File: src/rtl/sha256_sched_ctrl.sv
// SHA-256 message-schedule and round controller: sequences one 512-bit block through 64 rounds,
// streaming W_t/K_t to the compression core. Optional block counter enabled by SHA256_BLOCK_CNT_EN.
module sha256_sched_ctrl (
  input  logic         clk,
  input  logic         reset_n,
  input  logic         start,
  input  logic         next,
  input  logic [511:0] block_i,
  output logic         init,
  output logic         ready,
  output logic         digest_update,
  output logic         done,
  output logic [31:0]  W_o,
  output logic [31:0]  K_o,
`ifdef SHA256_BLOCK_CNT_EN
  output logic [15:0]  block_cnt,
`endif
  output logic         busy
);

  localparam int DATA_W = 32;
  localparam int STAGES = 64;

  typedef enum logic [2:0] {
    IDLE   = 3'd0,
    INIT   = 3'd1,
    ROUND  = 3'd2,
    UPDATE = 3'd3,
    DONE   = 3'd4
  } state_t;

  state_t              state_q, state_d;
  logic [5:0]          rnd_q;
  logic [DATA_W-1:0]   w_q [16];
  logic [DATA_W-1:0]   w_new;
  logic                accept;

  function automatic logic [DATA_W-1:0] rotr(input logic [DATA_W-1:0] x, input int n);
    rotr = (x >> n) | (x << (DATA_W - n));
  endfunction

  function automatic logic [DATA_W-1:0] sig0(input logic [DATA_W-1:0] x);
    sig0 = rotr(x, 7) ^ rotr(x, 18) ^ (x >> 3);
  endfunction

  function automatic logic [DATA_W-1:0] sig1(input logic [DATA_W-1:0] x);
    sig1 = rotr(x, 17) ^ rotr(x, 19) ^ (x >> 10);
  endfunction

  function automatic logic [DATA_W-1:0] k_rom(input logic [5:0] idx);
    case (idx)
      6'd0:  k_rom = 32'h428a2f98;
      6'd1:  k_rom = 32'h71374491;
      6'd2:  k_rom = 32'hb5c0fbcf;
      6'd3:  k_rom = 32'he9b5dba5;
      6'd4:  k_rom = 32'h3956c25b;
      6'd5:  k_rom = 32'h59f111f1;
      6'd6:  k_rom = 32'h923f82a4;
      6'd7:  k_rom = 32'hab1c5ed5;
      6'd8:  k_rom = 32'hd807aa98;
      6'd9:  k_rom = 32'h12835b01;
      6'd10: k_rom = 32'h243185be;
      6'd11: k_rom = 32'h550c7dc3;
      6'd12: k_rom = 32'h72be5d74;
      6'd13: k_rom = 32'h80deb1fe;
      6'd14: k_rom = 32'h9bdc06a7;
      6'd15: k_rom = 32'hc19bf174;
      6'd16: k_rom = 32'he49b69c1;
      6'd17: k_rom = 32'hefbe4786;
      6'd18: k_rom = 32'h0fc19dc6;
      6'd19: k_rom = 32'h240ca1cc;
      6'd20: k_rom = 32'h2de92c6f;
      6'd21: k_rom = 32'h4a7484aa;
      6'd22: k_rom = 32'h5cb0a9dc;
      6'd23: k_rom = 32'h76f988da;
      6'd24: k_rom = 32'h983e5152;
      6'd25: k_rom = 32'ha831c66d;
      6'd26: k_rom = 32'hb00327c8;
      6'd27: k_rom = 32'hbf597fc7;
      6'd28: k_rom = 32'hc6e00bf3;
      6'd29: k_rom = 32'hd5a79147;
      6'd30: k_rom = 32'h06ca6351;
      6'd31: k_rom = 32'h14292967;
      6'd32: k_rom = 32'h27b70a85;
      6'd33: k_rom = 32'h2e1b2138;
      6'd34: k_rom = 32'h4d2c6dfc;
      6'd35: k_rom = 32'h53380d13;
      6'd36: k_rom = 32'h650a7354;
      6'd37: k_rom = 32'h766a0abb;
      6'd38: k_rom = 32'h81c2c92e;
      6'd39: k_rom = 32'h92722c85;
      6'd40: k_rom = 32'ha2bfe8a1;
      6'd41: k_rom = 32'ha81a664b;
      6'd42: k_rom = 32'hc24b8b70;
      6'd43: k_rom = 32'hc76c51a3;
      6'd44: k_rom = 32'hd192e819;
      6'd45: k_rom = 32'hd6990624;
      6'd46: k_rom = 32'hf40e3585;
      6'd47: k_rom = 32'h106aa070;
      6'd48: k_rom = 32'h19a4c116;
      6'd49: k_rom = 32'h1e376c08;
      6'd50: k_rom = 32'h2748774c;
      6'd51: k_rom = 32'h34b0bcb5;
      6'd52: k_rom = 32'h391c0cb3;
      6'd53: k_rom = 32'h4ed8aa4a;
      6'd54: k_rom = 32'h5b9cca4f;
      6'd55: k_rom = 32'h682e6ff3;
      6'd56: k_rom = 32'h748f82ee;
      6'd57: k_rom = 32'h78a5636f;
      6'd58: k_rom = 32'h84c87814;
      6'd59: k_rom = 32'h8cc70208;
      6'd60: k_rom = 32'h90befffa;
      6'd61: k_rom = 32'ha4506ceb;
      6'd62: k_rom = 32'hbef9a3f7;
      6'd63: k_rom = 32'hc67178f2;
      default: k_rom = '0;
    endcase
  endfunction

  // Requests are honoured only when idle-ish: start in IDLE, start or next in DONE.
  assign accept = ((state_q == IDLE) && start) ||
                  ((state_q == DONE) && (start || next));

  always_comb begin
    state_d = state_q;
    case (state_q)
      IDLE:    if (start) state_d = INIT;
      INIT:    state_d = ROUND;
      ROUND:   if (rnd_q == 6'(STAGES - 1)) state_d = UPDATE;
      UPDATE:  state_d = DONE;
      DONE: begin
        if (start)     state_d = INIT;
        else if (next) state_d = ROUND;
      end
      default: state_d = IDLE;
    endcase
  end

  always_ff @(posedge clk or negedge reset_n) begin
    if (!reset_n) begin
      state_q <= IDLE;
    end else begin
      state_q <= state_d;
    end
  end

  // Next schedule word W[t+16] from the sliding window holding W[t..t+15].
  assign w_new = sig1(w_q[14]) + w_q[9] + sig0(w_q[1]) + w_q[0];

  always_ff @(posedge clk or negedge reset_n) begin
    if (!reset_n) begin
      rnd_q <= '0;
      for (int i = 0; i < 16; i++) w_q[i] <= '0;
    end else if (accept) begin
      rnd_q <= '0;
      for (int i = 0; i < 16; i++) w_q[i] <= block_i[511 - 32*i -: 32];
    end else if (state_q == ROUND) begin
      rnd_q <= rnd_q + 6'd1;
      for (int i = 0; i < 15; i++) w_q[i] <= w_q[i+1];
      w_q[15] <= w_new;
    end
  end

`ifdef SHA256_BLOCK_CNT_EN
  logic [15:0] block_cnt_q;

  always_ff @(posedge clk or negedge reset_n) begin
    if (!reset_n) begin
      block_cnt_q <= '0;
    end else if (state_q == UPDATE) begin
      block_cnt_q <= block_cnt_q + 16'd1;
    end
  end

  assign block_cnt = block_cnt_q;
`endif

  assign init          = (state_q == INIT);
  assign ready         = (state_q == ROUND);
  assign digest_update = (state_q == UPDATE);
  assign done          = (state_q == DONE);
  assign busy          = (state_q == INIT) || (state_q == ROUND) || (state_q == UPDATE);
  assign W_o           = ready ? w_q[0] : '0;
  assign K_o           = ready ? k_rom(rnd_q) : '0;

endmodule

File: config.mk
export PLATFORM = sky130hd
export DESIGN_NAME = sha256_sched_ctrl
export DESIGN_NICKNAME = d
export VERILOG_FILES = /design/src/rtl/sha256_sched_ctrl.sv
export SDC_FILE = /design/constraint.sdc
export NUM_CORES = 2
export LEC_CHECK = 0
export CAP_MARGIN = 20
export CORE_MARGIN = 5
export CORE_UTILIZATION = 45
export DETAILED_ROUTE_END_ITERATION = 10
export PLACE_DENSITY = 0.76
export RECOVER_POWER = 25
export SKIP_CTS_REPAIR_TIMING = 1
export SLEW_MARGIN = 15
export SYNTH_ARGS = -nofsm -noshare
export SYNTH_HDL_FRONTEND = slang
export SYNTH_SLANG_ARGS = --single-unit
File: constraint.sdc
create_clock -name clk -period 4.35 [get_ports clk]
set_input_delay 0.87 -clock clk [delete_from_list [all_inputs] [get_ports clk]]
set_output_delay 0.87 -clock clk [all_outputs]
set_load 0.01 [all_outputs]
# Word level (Yosys, flattened, before mapping)
# Memory sizes are Yosys's and may differ from the RTL's.
# Cells that the tools add are included.
[totals]
regBits = 521
wordCells = 59
romBits = 2048
input_bits = 516
out_inout_bits = 69
mem_count = 1
[memory_table]
columns = ["memory", "words", "word_bits", "read_ports", "rd_ports_with_merged_regs", "wr", "line", "text"]
rows = [
  ["(name not given)", 64, 32, 1, 0, 0, "51", "case (idx)"],
]
[classes]
bitwise_logic = 8
add_sub_neg = 4
eq_ne = 8
mux = 11
reduce_logical = 9
[ops]
columns = ["cell", "n"]
rows = [
  ["2-to-1 mux 512 bit", 2],
  ["adder 32 bit", 3],
  ["2-to-1 mux 32 bit", 2],
  ["bitwise XOR 32 bit", 2],
  ["OR 13 x 32 -> 32 bit", 1],
  ["OR 14 x 32 -> 32 bit", 1],
  ["OR 15 x 32 -> 32 bit", 1],
  ["OR 25 x 32 -> 32 bit", 1],
  ["bitwise XOR 32 x 22 -> 32 bit", 1],
  ["bitwise XOR 32 x 29 -> 32 bit", 1],
  ["one-hot mux 3 bit (5 select lines)", 1],
  ["2-to-1 mux 3 bit", 4],
  ["2-to-1 mux 6 bit", 2],
  ["adder 6 x 1 -> 6 bit, second input constant", 1],
  ["== test 3 x 2 -> 1 bit, second input constant", 2],
  ["== test 6 bit, second input constant", 1],
  ["logical OR 1 bit", 4],
  ["== test 3 x 1 -> 1 bit, second input constant", 1],
  ["== test 3 bit, second input constant", 1],
  ["zero test 3 bit", 1],
  ["!= test 3 bit, second input constant", 1],
  ["AND reduction 3 bit", 1],
  ["logical AND 1 bit", 2],
  ["!= test 2 x 1 -> 1 bit, second input constant", 1],
  ["other kinds (2)", 2],
]

# Logic depth before layout (Yosys ltp)
[logic_depth]
word_depth = 8
ltp_mapped = 15
depth_no_buf = 14

# Worst setup path after synthesis
# No wires, ideal clock.
[synth_path]
kind = "flip-flop to flip-flop"
start = "reg w_q[50] in the netlist's numbering"
end = "reg w_q[29] in the netlist's numbering"
n_path_buf = 1
t_arrival_ps = 3681
synth_period_minus_slack_ps = 3809
required_time_ps = 4223
setup_ps = 127
stages_incl_launch_ff = 16
setup_slack_ps = 541
cell_sequence = "dfrtp_1 -> clkbuf_1 -> xor2_1 -> xnor2_1 -> fa_1 -> inv_1 -> fa_1 -> ha_1 -> fa_1 -> a21oi_1 -> o211ai_1 -> o211ai_2 -> a21boi_1 -> a311oi_2 -> mux2i_1 -> nand3_1"
[synth_via]
elab_chain_cells = 8
[synth_lines]
columns = ["element", "line", "text"]
rows = [
  ["from (decl)", "34", "logic [DATA_W-1:0] w_q [16];"],
  ["OR 15 x 32 -> 32 bit", "39", "rotr = (x >> n) | (x << (DATA_W - n));"],
  ["bitwise XOR 32 bit", "47", "sig1 = rotr(x, 17) ^ rotr(x, 19) ^ (x >> 10);"],
  ["bitwise XOR 32 x 22 -> 32 bit (*)", "47", ""],
  ["adder 32 bit (*) (3 in a row)", "148", "assign w_new = sig1(w_q[14]) + w_q[9] + sig0(w_q[1]) + w_q[0];"],
  ["2-to-1 mux 512 bit (*)", "157", "end else if (state_q == ROUND) begin"],
  ["2-to-1 mux 512 bit (*)", "154", "end else if (accept) begin"],
]
# Every way passes the cells marked *; elsewhere a longest branch is shown, timed or not. The select of a mux whose other input is x is not followed.
# A chain may end at the register's enable or synchronous reset.

# Final worst setup path
[layout_path]
start = "reg rnd_q[0]"
end = "out K_o[9]"
[layout_via]
elab_chain_cells = 2
[layout_lines]
columns = ["element", "line", "text"]
rows = [
  ["from (decl)", "33", "logic [5:0] rnd_q;"],
  ["from (signal assigned)", "158", "rnd_q <= rnd_q + 6'd1;"],
  ["memory read (64 x 32 bit)", "-", ""],
  ["2-to-1 mux 32 bit", "184", "assign K_o = ready ? k_rom(rnd_q) : '0;"],
  ["to (decl)", "14", "output logic [31:0] K_o,"],
]
# Every way passes these cells.

==> flow_results.org <==
** Detailed routing
- Number of optimization iterations in the first detailed-route pass :: 7
- After detailed routing, the total wire length is 134000 µm.
- For this block, the via count after detailed routing is 31198.
- Met1 routed wirelength after detailed routing :: 53800 µm
- DRC marker count from the first detailed-route iteration :: 3822
- In the routed design, unresolved DRC markers number 0.
- Routed wl met2 :: 60900 µm
- The count of nets left with antenna violations once routing finished came out at 0.
- The highest metal layer carrying signal wires in the routed design is met5.
- Routed length on met3 :: 12300 µm
- After detailed routing, the number of vias per cell comes to 5.86.
- Wire length per cell :: 25.1 µm

** Yosys
- After synthesis the cells add up to 31000 µm².
- In this run, synthesis inferred 0 flip-flops with an integrated enable.
- In this run the mean area of a mapped cell was 7.80 µm².
- Portion of the post-synthesis area used by sequential elements :: 0.421
- Async set-or-reset flop fraction in the synthesized netlist :: 1.00
- Synthesis Warnings :: 0
- Net count after synthesis :: 4597
- Of the post-synthesis cell area, the dominant cell type holds 0.421.
- Counting every instance in the synthesized netlist gives 3970.
- Yosys attributes the largest share of cell area to dfrtp_1 42%, nand2_1 13%, a31oi_1 10%.
- The commonest cells after synthesis are 1081 x nand2_1, 601 x nor2_1, 521 x dfrtp_1.
- Top cell type by total area after synthesis :: dfrtp_1
- Commonest register cell after synthesis :: dfrtp_1
- FF+latch count, synth :: 521
- nand2_1 is the most common cell in the netlist.
- Number of library cell types mapped by synthesis :: 75

** Worst setup path
- The worst setup path is captured at a primary output.
- Category of the most critical setup path :: reg2out
- CP Launch Type :: flop
- Data arrival time of the critical path :: 3450 ps
- Data required time of the critical path :: 3480 ps
- In this run the worst path has a maximum fanout of 8.

** Timing
- Max-Slew Margin vs Limit :: -0.568
- Across the routed clock network, the largest skew measured is 19.6 ps.
- The worst path needs 4320 ps of the cycle, external delays included.
- The number of hold violations in the final report is 0.
- Transition time at the pin with the least slew margin :: 2350 ps
- Setup slack on the critical path of the routed design comes to 32.0 ps.
- Of the available clock period, the critical path in the final layout requires 0.993.
- Final setup violating endpoints :: 0
- Setup TNS after final layout :: 0 ps
- Derived from the worst setup path, the maximum achievable clock frequency is 0.232 GHz.
- Hold slack final :: 518 ps
- The max-slew violation total from the final report came to 185.

** Placement
- Buffers added on ports :: 584
- Worst setup slack before clock tree synthesis :: 243 ps
- Half-perimeter wire length after placement :: 101000 µm
- The congestion estimate from routability-driven global placement came to 0.981.

** Global routing
- The first global-routing pass estimated 193000 µm of wire.
- Maximum number of pins on one net before global-route repair :: 161
- The via count of the first global-routing pass came to 29780.
- Remaining Overflow, GRT :: 0
- Antenna violations before repair :: 16
- Total routing resource utilization after global routing :: 0.343

** Floorplan
- Area of the die :: 74200 µm²
- For this configuration, the core starts out at a cell density of 0.452.
- The die is 272 µm tall.
- In this run the standard cell core region covers 68500 µm².
- Ports placed on the boundary :: 585
- Die span in x :: 272 µm
- The floorplan has 96 rows.

** Clocking
- Buffers inserted during clock tree synthesis total 58.
- The root buffer cell chosen for the clock tree is clkbuf_16.
- TritonCTS built the clock tree.
- Buffer depth of the longest clock path :: 3
- In this run the number of H-tree levels came out at 2.
- Number of sinks handled by clock tree synthesis :: 521
- For the worst-skew pair, the clock arrives at the later sink with an insertion delay of 630 ps.
- Clock transition at the registers of the reported paths :: 60 ps

** Min path
- The min-delay analysis places its worst path in the category reg2reg.

** Outcome
- Failing checks :: capacitance limit, slew limit
- Outcome :: finished, violations left

** Job
- Across the run, the number of max-cap violations was 3.

** Cells and area
- Compared with the post-synthesis result, the final layout area differs by 28.4%.
- Of the cells placed in the final design, the portion with a size suffix greater than 1 is 0.0589.
- Net count reported at finish :: 5011
## cell families (layout without fill, tap and decap cells)
logic type / Yosys count / in the layout / share of synthesized area
AO/OA/AOI/OAI: 878 / 878 / 0.180
XOR/XNOR: 144 / 144 / 0.0407
adder cells (fa/ha/maj): 111 / 111 / 0.0599
buffers and inverters: 493 / 953 / 0.0657
flip-flops: 521 / 521 / 0.421
multiplexers: 11 / 11 / 0.00404
other: 0 / 12 / 0
AND/OR/NAND/NOR: 1812 / 1812 / 0.228
## worst paths after layout
kind                           from  slack [ps]  cells after the start       end
hold / removal              w_q[12]         520                      2   w_q[12]
max in group asynchronous   reset_n         610                      2  w_q[287]
setup reg to reg            w_q[51]         220                     13   w_q[29]
min in group asynchronous   reset_n         960                      1   w_q[71]
hold reg to reg             w_q[12]         520                      2   w_q[12]
setup / recovery           rnd_q[0]          30                      9    K_o[9]
## stage by stage
step                      utilization  instances  instance area, µm²
after global routing            0.580       5320               39700
after CTS                       0.580       5311               39700
after floorplan                     -       3970               31000
after detailed placement        0.550       5205               37600
final                           0.581       5324               39800
after global placement          0.550       5205               37600
## cells in the final DEF (no fill, tap or decap), drive strengths merged, types with 5 or more instances in the layout
cell	count
nand2	1081
nor2	602
clkdlybuf4s50	583
dfrtp	521
a31oi	495
inv	139
a21oi	123
buf	114
o21ai	96
xnor2	90
clkbuf	89
fa	62
xor2	54
ha	49
nand3	40
a211oi	37
nor3	30
o211ai	22
clkinv	19
and3	15
a311oi	14
a22oi	13
o311ai	13
diode	12
o22ai	9
nand2b	9
mux2i	8
a21o	7
o21a	7
and2	7
a221oi	6
bufinv	6
or3	6
nor3b	5
nor2b	5
o31ai	5
a2111oi	5
## flip-flops by register name (all words and copies together) (netlist names)
register  flops
w_q         512
rnd_q         6
state_q       3
## worst max-delay path, stage by stage, from the launching register on
cell and delay [ps]:
dfrtp_1 370, clkinv_1 100, ha_2 460, buf_4 190, nand2_1 60, buf_4 200, a32oi_1 340, a21oi_1 180
a211oi_2 340, clkdlybuf4s50_1 590
## layer usage
metal / GRT usage / up-vias
met5: 0 / -
met4: 0.140 / 10
met3: 0.0777 / 276
met2: 0.537 / 1613
met1: 0.463 / 15144
li1: - / 14155
## layout make-up
type | count | area (µm²)
flip-flops and latches | 521 | 13000
diodes | 12 | 30.0
well taps | 882 | 1100
multi-input cells | 2956 | 16000
inverters | 141 | 537
fillers | 6217 | 28700
repair buffers | 706 | 7010
clock inverters | 26 | 353
clock buffers | 80 | 1690
Power is not shown: default switching activity piles up to over one toggle a cycle in this logic, so the estimate is an artifact.
